==> src/rtl/msg_pkg.sv <==
// msg_pkg -- shared definitions for the message serializer.
//   MSG_CHARS / CHAR_BITS : default message geometry
//   state_t               : controller states (IDLE, SEND, DONE)
//   clamp_len()           : maps a requested length onto 1..max_chars
//   even_parity()         : present only when MSG_SERIAL_PARITY_EN is defined
package msg_pkg;

  localparam int MSG_CHARS = 64;
  localparam int CHAR_BITS = 8;

  typedef enum logic [1:0] {
    IDLE = 2'd0,
    SEND = 2'd1,
    DONE = 2'd2
  } state_t;

  // A length of 0, or anything beyond the buffer, means "whole buffer".
  function automatic logic [6:0] clamp_len(input logic [6:0] len,
                                           input logic [6:0] max_chars);
    logic [6:0] res;
    if ((len == 7'd0) || (len > max_chars)) begin
      res = max_chars;
    end else begin
      res = len;
    end
    return res;
  endfunction

`ifdef MSG_SERIAL_PARITY_EN
  // Even parity: the appended bit makes the total count of ones even.
  function automatic logic even_parity(input logic [CHAR_BITS-1:0] c);
    return ^c;
  endfunction
`endif

endpackage

==> src/rtl/msg_serial_ctrl_char_shift_reg.sv <==
// char_shift_reg -- holds the character currently on the wire and shifts it
// out MSB first. With MSG_SERIAL_PARITY_EN defined, an even-parity bit is
// appended below the LSB so it leaves after the character bits.
// Ports:
//   clk, rst   : clock, synchronous active-high reset
//   load       : capture load_char (plus parity) into the register
//   load_char  : character to transmit next
//   shift      : move to the next bit
//   msb        : bit currently presented
module char_shift_reg #(
  parameter int CHAR_BITS = 8
) (
  input  logic                 clk,
  input  logic                 rst,
  input  logic                 load,
  input  logic [CHAR_BITS-1:0] load_char,
  input  logic                 shift,
  output logic                 msb
);
`ifdef MSG_SERIAL_PARITY_EN
  import msg_pkg::*;
  localparam int W = CHAR_BITS + 1;
  logic [W-1:0] load_val_s;
  assign load_val_s = {load_char, even_parity(load_char)};
`else
  localparam int W = CHAR_BITS;
  logic [W-1:0] load_val_s;
  assign load_val_s = load_char;
`endif

  logic [W-1:0] data_r;

  // Load has priority; the controller never asserts load and shift together.
  always_ff @(posedge clk) begin
    if (rst) begin
      data_r <= '0;
    end else if (load) begin
      data_r <= load_val_s;
    end else if (shift) begin
      data_r <= {data_r[W-2:0], 1'b0};
    end
  end

  assign msb = data_r[W-1];

endmodule

==> src/rtl/msg_serial_ctrl.sv <==
// msg_serial_ctrl -- accepts a message of up to MSG_CHARS characters and
// streams it bit-serially (character 1 first, MSB first) over a
// valid/ready link to a modulator.
// Optional macro MSG_SERIAL_PARITY_EN: appends an even-parity bit after each
// character (9 bits per character); the port list is unchanged.
// Ports:
//   clk, rst          : clock, synchronous active-high reset
//   msg_in, msg_len   : message (char 1 in the top byte) and length (0/>64 = 64)
//   msg_valid/ready   : upstream handshake, ready only in IDLE
//   bit_out/valid/ready : serial downstream handshake
//   char_idx          : zero-based index of the character on the wire
//   busy, frame_done  : frame in progress / one-cycle end-of-frame pulse
module msg_serial_ctrl #(
  parameter int MSG_CHARS = 64,
  parameter int CHAR_BITS = 8
) (
  input  logic                           clk,
  input  logic                           rst,
  input  logic [MSG_CHARS*CHAR_BITS-1:0] msg_in,
  input  logic [6:0]                     msg_len,
  input  logic                           msg_valid,
  output logic                           msg_ready,
  output logic                           bit_out,
  output logic                           bit_valid,
  input  logic                           bit_ready,
  output logic [5:0]                     char_idx,
  output logic                           busy,
  output logic                           frame_done
);
  import msg_pkg::*;

  localparam int MSG_BITS = MSG_CHARS * CHAR_BITS;
`ifdef MSG_SERIAL_PARITY_EN
  localparam int BITS_PER_CHAR = CHAR_BITS + 1;
`else
  localparam int BITS_PER_CHAR = CHAR_BITS;
`endif
  localparam int              CNT_W    = $clog2(BITS_PER_CHAR);
  localparam logic [CNT_W-1:0] LAST_BIT = CNT_W'(BITS_PER_CHAR - 1);
  localparam logic [6:0]       MAX_LEN  = 7'(MSG_CHARS);

  state_t               state_r, state_next_s;
  logic [MSG_BITS-1:0]  msg_r;
  logic [6:0]           len_r;
  logic [5:0]           char_idx_r;
  logic [CNT_W-1:0]     bit_cnt_r;
  logic                 accept_s, adv_s, last_bit_s, last_char_s;
  logic                 load_s, shift_s, sr_msb_s;
  logic [CHAR_BITS-1:0] load_char_s;

  assign last_bit_s  = (bit_cnt_r == LAST_BIT);
  assign last_char_s = ({1'b0, char_idx_r} == (len_r - 7'd1));

  // State register.
  always_ff @(posedge clk) begin
    if (rst) begin
      state_r <= IDLE;
    end else begin
      state_r <= state_next_s;
    end
  end

  // Next-state logic and handshake qualifiers.
  always_comb begin
    state_next_s = state_r;
    accept_s     = 1'b0;
    adv_s        = 1'b0;
    case (state_r)
      IDLE: begin
        if (msg_valid) begin
          accept_s     = 1'b1;
          state_next_s = SEND;
        end else begin
          state_next_s = IDLE;
        end
      end
      SEND: begin
        adv_s = bit_ready;
        if (bit_ready && last_bit_s && last_char_s) begin
          state_next_s = DONE;
        end else begin
          state_next_s = SEND;
        end
      end
      DONE:    state_next_s = IDLE;
      default: state_next_s = IDLE;
    endcase
  end

  // Shift-register control: the first character comes straight from msg_in
  // on accept; later ones come from the second slot of msg_r, which is about
  // to move into the top slot on the same edge.
  always_comb begin
    load_s      = 1'b0;
    shift_s     = 1'b0;
    load_char_s = msg_in[MSG_BITS-1 -: CHAR_BITS];
    if (accept_s) begin
      load_s = 1'b1;
    end else if (adv_s && last_bit_s && !last_char_s) begin
      load_s      = 1'b1;
      load_char_s = msg_r[MSG_BITS-CHAR_BITS-1 -: CHAR_BITS];
    end else if (adv_s && !last_bit_s) begin
      shift_s = 1'b1;
    end else begin
      load_s  = 1'b0;
      shift_s = 1'b0;
    end
  end

  // Message buffer and bit/character counters.
  always_ff @(posedge clk) begin
    if (rst) begin
      msg_r      <= '0;
      len_r      <= 7'd0;
      char_idx_r <= 6'd0;
      bit_cnt_r  <= '0;
    end else if (accept_s) begin
      msg_r      <= msg_in;
      len_r      <= clamp_len(msg_len, MAX_LEN);
      char_idx_r <= 6'd0;
      bit_cnt_r  <= '0;
    end else if (adv_s) begin
      if (last_bit_s) begin
        bit_cnt_r <= '0;
        if (!last_char_s) begin
          char_idx_r <= char_idx_r + 6'd1;
          msg_r      <= msg_r << CHAR_BITS;
        end
      end else begin
        bit_cnt_r <= bit_cnt_r + CNT_W'(1);
      end
    end else if (state_r == DONE) begin
      char_idx_r <= 6'd0;
    end
  end

  char_shift_reg #(
    .CHAR_BITS (CHAR_BITS)
  ) u_char_shift_reg (
    .clk       (clk),
    .rst       (rst),
    .load      (load_s),
    .load_char (load_char_s),
    .shift     (shift_s),
    .msb       (sr_msb_s)
  );

  // Outputs are plain decodes of registered state.
  assign msg_ready  = (state_r == IDLE);
  assign bit_valid  = (state_r == SEND);
  assign busy       = (state_r == SEND);
  assign frame_done = (state_r == DONE);
  assign bit_out    = (state_r == SEND) & sr_msb_s;
  assign char_idx   = char_idx_r;

endmodule
==> config.mk <==
export PLATFORM = sky130hd
export DESIGN_NAME = msg_serial_ctrl
export DESIGN_NICKNAME = d
export VERILOG_FILES = /design/src/rtl/msg_pkg.sv /design/src/rtl/msg_serial_ctrl_char_shift_reg.sv /design/src/rtl/msg_serial_ctrl.sv
export SDC_FILE = /design/constraint.sdc
export NUM_CORES = 1
export LEC_CHECK = 0
export CORE_ASPECT_RATIO = 0.75
export CORE_UTILIZATION = 51
export CTS_CLUSTER_SIZE = 25
export DETAILED_ROUTE_END_ITERATION = 6
export PLACE_DENSITY = 0.78
export SETUP_SLACK_MARGIN = 0.3
export SLEW_MARGIN = 20
export SYNTH_ARGS = -nofsm -noshare
export SYNTH_HDL_FRONTEND = slang
export SYNTH_SLANG_ARGS = --single-unit
==> constraint.sdc <==
create_clock -name clk -period 3 [get_ports clk]
set_input_delay 0.6 -clock clk [delete_from_list [all_inputs] [get_ports clk]]
set_output_delay 0.6 -clock clk [all_outputs]
set_load 0.05 [all_outputs]
==> results of run 1 <==
==> path summary, 6_finish.rpt <==
kind / slack (ns) / end / startpoint / depth (start not counted)
max: 0.30 / msg_r[27]$_SDFFE_PP0P_ / len_r[0]$_SDFFE_PP0P_ / 11
min: 0.44 / len_r[4]$_SDFFE_PP0P_ / rst / 2
max reg2reg: 0.30 / msg_r[27]$_SDFFE_PP0P_ / len_r[0]$_SDFFE_PP0P_ / 11
min reg2reg: 0.47 / bit_cnt_r[2]$_SDFFE_PP0P_ / bit_cnt_r[2]$_SDFFE_PP0P_ / 2
==> cell families after synthesis <==
family / after synthesis
and+or+nand+nor: 1575
xor gates and xnor gates: 7
adders and majority gates: 4
AOI/OAI and AO/OA: 565
muxes: 1
DFF: 530
buffers and inverters: 296
==> worst max-delay path: stages, from the launching register on <==
cell	delay (ns)
dfxtp_4	0.37
inv_1	0.10
ha_4	0.19
xor2_1	0.21
nor2_1	0.10
o311a_1	0.38
o221ai_4	0.26
buf_12	0.17
buf_12	0.18
buf_16	0.25
nor2_1	0.09
a311oi_2	0.27
==> cells in the final DEF (no fill, tap or decap), types with 12 or more instances in the layout <==
master and count:
clkbuf_1 12, buf_4 42, nor2_1 501, nand2_1 1023, buf_12 31, clkbuf_16 56
dfxtp_1 528, clkdlybuf4s50_1 528, clkbuf_8 14, a311oi_2 382, nand3_1 13, a21oi_1 26
a311oi_1 121
==> cell usage after synthesis, types with 6 or more instances <==
| library cell | n | area, um2 |
|---|---|---|
| nand2_1 | 1024 | 3840 |
| dfxtp_1 | 530 | 10600 |
| nor2_1 | 501 | 1880 |
| a311oi_2 | 380 | 5710 |
| clkbuf_1 | 174 | 653 |
| a311oi_1 | 123 | 1080 |
| buf_2 | 72 | 360 |
| buf_4 | 38 | 285 |
| a21oi_1 | 26 | 130 |
| nand3_1 | 13 | 65.1 |
| nand3b_1 | 9 | 67.6 |
| a211oi_1 | 8 | 60.1 |
| a22oi_1 | 7 | 52.6 |
| inv_1 | 6 | 22.5 |
| nor3_1 | 6 | 30.0 |
==> layer usage <==
metal / global-route usage [%] / vias to the layer above / part of all wire (%)
li1: - / 11192 / -
met1: 38.1 / 11195 / 42
met2: 46.6 / 842 / 47
met3: 6.28 / 180 / 7.4
met4: 10.9 / 18 / 3.3
met5: 0 / - / 0.16
==> stage by stage <==
stage | utilization (%) | total power [mW]
finish | 68.3 | 18.4
global route | 68.3 | 19.1
CTS | 67.6 | 18.4
detailed placement | 63.8 | 11.7
global placement | 63.8 | 11.5
floorplan | - | 10.3
==> what timing repair did <==
action / CTS / global route
setup endpoints to repair: 356 / 429
buffers inserted: 3 / 10
pin swaps: 2 / 3
resized for setup: 9 / 16
gates cloned: 2 / 5
==> state kept, by name, summed over array words and instances, names as in the netlist <==
name and count:
u_char_shift_reg.data_r 8, bit_cnt_r 3, char_idx 6, msg_r 504
state_r 2, len_r 7
==> final cells by class <==
cell class                 count  area [um2]  share of cell area (%)
timing repair buffer         625        6740                    20.2
clock buffer                  77        1510                    4.54
clock inverter                16         223                   0.667
multi-input combinational   2152       13400                    40.2
inverter                       6        22.5                  0.0675
antenna                        6        15.0                  0.0450
tap                          648         811                    2.43
sequential                   530       10600                    31.8
==> report_power, final <==
part	total, mW	internal [mW]	switching [mW]
combinational	3.68	1.69	1.99
sequential	7.99	7.65	0.341
clock	6.74	3.92	2.83
==> results.md, run 1 <==
- Post-synthesis compound-gate area fraction: 28.4%
- CTS sink cnt: 530
- RSZ-0062 raised after global routing: true
- Seq cells post-synth: 530
- CTS Buffer Depth: 3
- Filler instances: ~3700
- Wirelength per Cell: 19.2 um
- DP Wirelength: between 50000 and 60000 um
- Post-Route Skew: 0.0226 ns
- Grt ovf: 0
- Final setup viols: 0
- Row Count: 70
- Relative slew margins: 59.8%
- Clock Tree Root: clkbuf_16
- Min cycle time layout: 2.70 ns
- Ports: about 530
- Setup Slack @ Placement: roughly 0.09 ns
- Clock Latency Late Sink: 0.58 ns
- Max-cap violations: 0
- Synthesis Warnings: 0
- Post-Synth Adder-Cell Area: 0.197%
- Critical path required time: around 3.5 ns
- GRT Overall Usage: 29.0%
- Initial Utilization: 51.9%
- Largest net degree at the start of global routing: 137
- DRC viols: 0
- Worst Setup Slack, final: 0.301 ns
- Non-Filler Instances: 4060
- FMAX: 0.370 GHz
- Antenna-violating nets left: 0
- Arrival @ worst endpoint: 3.17 ns
- Core area: 48900 um2
- Share of layout cells above drive strength 1: 16.6%
- Via density per instance: 5.77
- Hold Violations, Final: 0
- Final Wtd Congestion: approximately 0.9
- Worst hold slack: 0.444 ns
- Critical path type: flop to flop
- First-pass GRT wire length: ~120000 um
- Sequential fraction of the synthesis area: between 40% and 50%
- Multiplexer share of the synthesized area: less than 1%
- Inst Count DP: 3941
- Die width: 259 um
- Area growth, synth to finish: 31.6%
- Post-synthesis cell area: 25400 um2
- Port Buf Inserts: ~530
- Via count: 23427
- Clock-pin slew on the worst setup and hold paths: 0.06 ns
- Main synth FF type: dfxtp_1
- Final max-slew violation count: 0
- Router iterations before antenna repair: 5
- Mapped Avg Cell Area: 8.51 um2
- Status: finished clean
- Post-synth EDFFs: 0
- TritonCTS clock tree: done
- Final instance area: roughly 33000 um2
- Largest family of logic cells by synthesized area: compound AO/OA/AOI/OAI gates
- Die area: 50600 um2
- Initial antenna violation count: 14
- Crit-path max FO: 44
- Drt initial violations: 2067
- Placed inst area: approximately 31000 um2
- Synth unique cells: 48
- LEAKAGE: 11.5 nW
- Routed WL: around 78000 um
- Die H: 195 um
- Worst min-delay path class: input port to flop
- Nets: 3893
- Num CTS Buffers: 51
- Post-Synth XOR/XNOR Area: 0.242%
- Vias in the first global route: 22685
- Synth Area in Simple Gates: 23.8%
- Worst-margin pin slew: 0.593 ns
- Post-synth net total: 3505
- Crit path capture type: flop
- Synthesized instance count: 2978
- VDD IR max: 0.439 mV
- H-tree depth: 2
- Crit start category: flop
- Share of flip-flops with an asynchronous set or reset: 0%
- Pwr dens: approximately 550 nW/um2
- CTS Hold Bufs: 0
- Fin crit share: 90.0%
- Sum of negative setup slack: 0 ns
Note: power is estimated with default switching activity, not from simulation.
==> run 2: changes to the inputs <==
--- a/config.mk
+++ b/config.mk
@@ -9,6 +9,7 @@
 export CORE_UTILIZATION = 51
 export CTS_CLUSTER_SIZE = 25
 export DETAILED_ROUTE_END_ITERATION = 6
+export MAX_ROUTING_LAYER = met4
 export PLACE_DENSITY = 0.78
 export SETUP_SLACK_MARGIN = 0.3
 export SLEW_MARGIN = 20
==> run 2 against run 1 <==
  * Clock skew decreased by 0.0074 ns
  * Utilization grew 1.3 points
  * Largest power group unchanged
  * Combinational power increased by 5%
  * Cell count increased by 0.57%
  * Largest cell class unchanged
  * First-iteration DRC count up 0.48%
  * Clock power up 0.9%
==> results.md, run 2 (synthesized netlist as in run 1, its figures left out) <==
- Non-Filler Instances: 4083 (+0.57%)
- Hold Violations, Final: 0 (unchanged)
- Area growth, synth to finish: 34.1%
- Metal3 WL: 5260 um (-9.5%)
- Worst-margin pin slew: 0.765 ns (+0.172 ns)
- Combinational Power Share: 20.6% (+0.6 points)
- Clk pwr share: 36.5% (about the same)
- FMAX: 0.382 GHz (+3.2%)
- Top layer in use: met4
- Cell Chain, Critical Path: inv_1 > ha_4 > nand4bb_1 > a211oi_1 > o311a_4 > o221ai_4 > buf_12 > buf_16 > buf_4 > clkbuf_16 > a311oi_1
- Initial Utilization: 51.9% (unchanged)
- Post-Route Skew: 0.0152 ns (-0.00742 ns)
- Ports: 534 (unchanged)
- Relative slew margins: 48.8% (-11 points)
- Slowest stage delay, CP: 0.37 ns (about the same)
- Largest net degree at the start of global routing: 131 (-4.4%)
- Share of layout cells above drive strength 1: 17.4% (+0.72 points)
- Min cycle time layout: 2.62 ns (-0.0834 ns)
- VDD IR max: 0.369 mV (-16%)
- Wirelength per Cell: 19.5 um (+1.5%)
- M1 WL: 34000 um (+3.1%)
- Port Buf Inserts: 533 (unchanged)
- Critical path type: flop to flop
- Crit path capture type: flop
- Critical path required time: 3.45 ns (-0.02 ns)
- Crit start category: flop
- GRT Overall Usage: 30.1% (+1.1 points)
- P_sw: 5.16 mW (about the same)
- Grt ovf: 0 (unchanged)
- Status: finished clean
- Final setup viols: 0 (unchanged)
- CTS sink cnt: 530 (unchanged)
- Switching power share of the total: 27.7% (-0.35 points)
- Worst min-delay path class: flop to flop
- Die H: 195 um (unchanged)
- Detailed route wirelength on metal2: 38000 um (+4.0%)
- Row Count: 70 (unchanged)
- Router iterations before antenna repair: 7 (+2)
- Clock Tree Root: clkbuf_16
- Routed WL: 79700 um (+2.1%)
- Nets: 3915 (+0.57%)
- Arrival @ worst endpoint: 3.07 ns (-0.10 ns)
- DRC viols: 0 (unchanged)
- Pwr dens: 548 nW/um2 (-0.64%)
- Max-cap violations: 0 (unchanged)
- Clock Latency Late Sink: 0.57 ns (about the same)
- Drt initial violations: 2077 (+0.48%)
- Inst Count DP: 3960 (+0.48%)
- Max reg flops: 504 (unchanged)
- Initial antenna violation count: 8 (-6)
- Num CTS Buffers: 50 (-2.0%)
- Commonest non-fill, non-tap cell in the layout: nand2_1
- Sum of negative setup slack: 0 ns (unchanged)
- LEAKAGE: 11.8 nW (+2.5%)
- CTS Buffer Depth: 3 (unchanged)
- Fin crit share: 87.2% (-2.8 points)
- Via density per instance: 5.84 (+1.2%)
- Core area: 48900 um2 (unchanged)
- H-tree depth: 2 (unchanged)
- Crit-path max FO: 22 (-50%)
- Largest registers: msg_r: 504 flops, u_char_shift_reg.data_r: 8 flops, len_r: 7 flops
- Vias in the first global route: 22717 (+0.14%)
- Via count: 23835 (+1.7%)
- Crit-path slowest cell: dfxtp_4
- Die width: 259 um (unchanged)
- Largest reg by FF count: msg_r
- Clock-pin slew on the worst setup and hold paths: 0.06 ns (about the same)
- DP Wirelength: 54300 um (+1.2%)
- Cell-internal power: 13.5 mW (+1.7%)
- Die area: 50600 um2 (unchanged)
- Final max-slew violation count: 0 (unchanged)
- Sequential fraction of design power: 42.9% (-0.5 points)
- First-pass GRT wire length: 120000 um (+1.0%)
- Final Wtd Congestion: 0.920 (+1.7%)
- RSZ-0062 raised after global routing: true
- Antenna-violating nets left: 0 (unchanged)
- TritonCTS clock tree: done
- CTS Hold Bufs: 0 (unchanged)
- Commonest non-fill, non-tap cells in the layout: nand2_1, dfxtp_1, clkdlybuf4s50_1
==> run 2: changes by cell type in the layout (fill, tap and decap cells not counted), moves of 4 or more <==
cell       delta
inv_6         -4
a311oi_1      -5
a311oi_2      +5
buf_16        +9
clkbuf_16    +12
==> run 2: critical path, delay by kind of cell (launching register included) <==
kind	cells	cell delay (ns)
fa+ha+maj	1	0.19
flops	1	0.37
buf+inv	5	0.78
simple gates	1	0.11
compound gates	4	1.03
==> run 2: layout make-up <==
class                   count  area [um2]
multi-input cells        2152       13500
clock inverters            15         229
flip-flops and latches    530       10600
fillers                  3607       14900
diodes                      8        20.0
clock buffers              76        1530
inverters                   6        22.5
well taps                 648         811
repair buffers            648        7320
==> run 2: metrics by stage <==
| step | utilization, % | worst slack, ns | area [um2] | total power [mW] | hold slack, ns |
|---|---|---|---|---|---|
| finish | 69.6 | 0.384 | 34000 | 18.6 | 0.463 |
| global route | 69.6 | 0.266 | 34000 | 19.4 | 0.491 |
| CTS | 68.4 | 0.305 | 33400 | 18.5 | 0.463 |
| detailed placement | 64.4 | 0.110 | 31500 | 11.7 | 0.454 |
| global placement | 64.4 | 0.176 | 31500 | 11.6 | 0.448 |
| floorplan | - | 0.598 | 25400 | 10.3 | 0.440 |
==> run 2: power groups by stage <==
stage                     Clock, mW  Sequential [mW]  Combinational, mW
after floorplan                   0             8.02               2.27
after global placement            0             8.10               3.49
after detailed placement          0             8.13               3.59
after CTS                      6.88             7.98               3.67
after global routing           7.18             8.06               4.13
final                          6.80             8.00               3.85
==> run 2: worst paths after layout <==
kind	endpoint	slack, ns	cells after the start	startpoint
setup / recovery	msg_r[429]$_SDFFE_PP0P_	0.38	11	len_r[0]$_SDFFE_PP0P_
setup reg to reg	msg_r[429]$_SDFFE_PP0P_	0.38	11	len_r[0]$_SDFFE_PP0P_
hold / removal	bit_cnt_r[1]$_SDFFE_PP0P_	0.46	2	bit_cnt_r[1]$_SDFFE_PP0P_
hold reg to reg	bit_cnt_r[1]$_SDFFE_PP0P_	0.46	2	bit_cnt_r[1]$_SDFFE_PP0P_
==> run 2: metal layers <==
layer	track usage (%)	vias up
met2	47.9	973
met5	-	-
met1	39.4	11447
met3	4.23	162
met4	9.41	0
li1	-	11253
==> run 2: what timing repair did <==
| action | in CTS | in global routing |
|---|---|---|
| pin swaps | 0 | 3 |
| endpoints found under the setup margin | 83 | 493 |
| cloned | 4 | 15 |
| setup buffers | 3 | 2 |
| gates resized for setup | 9 | 31 |
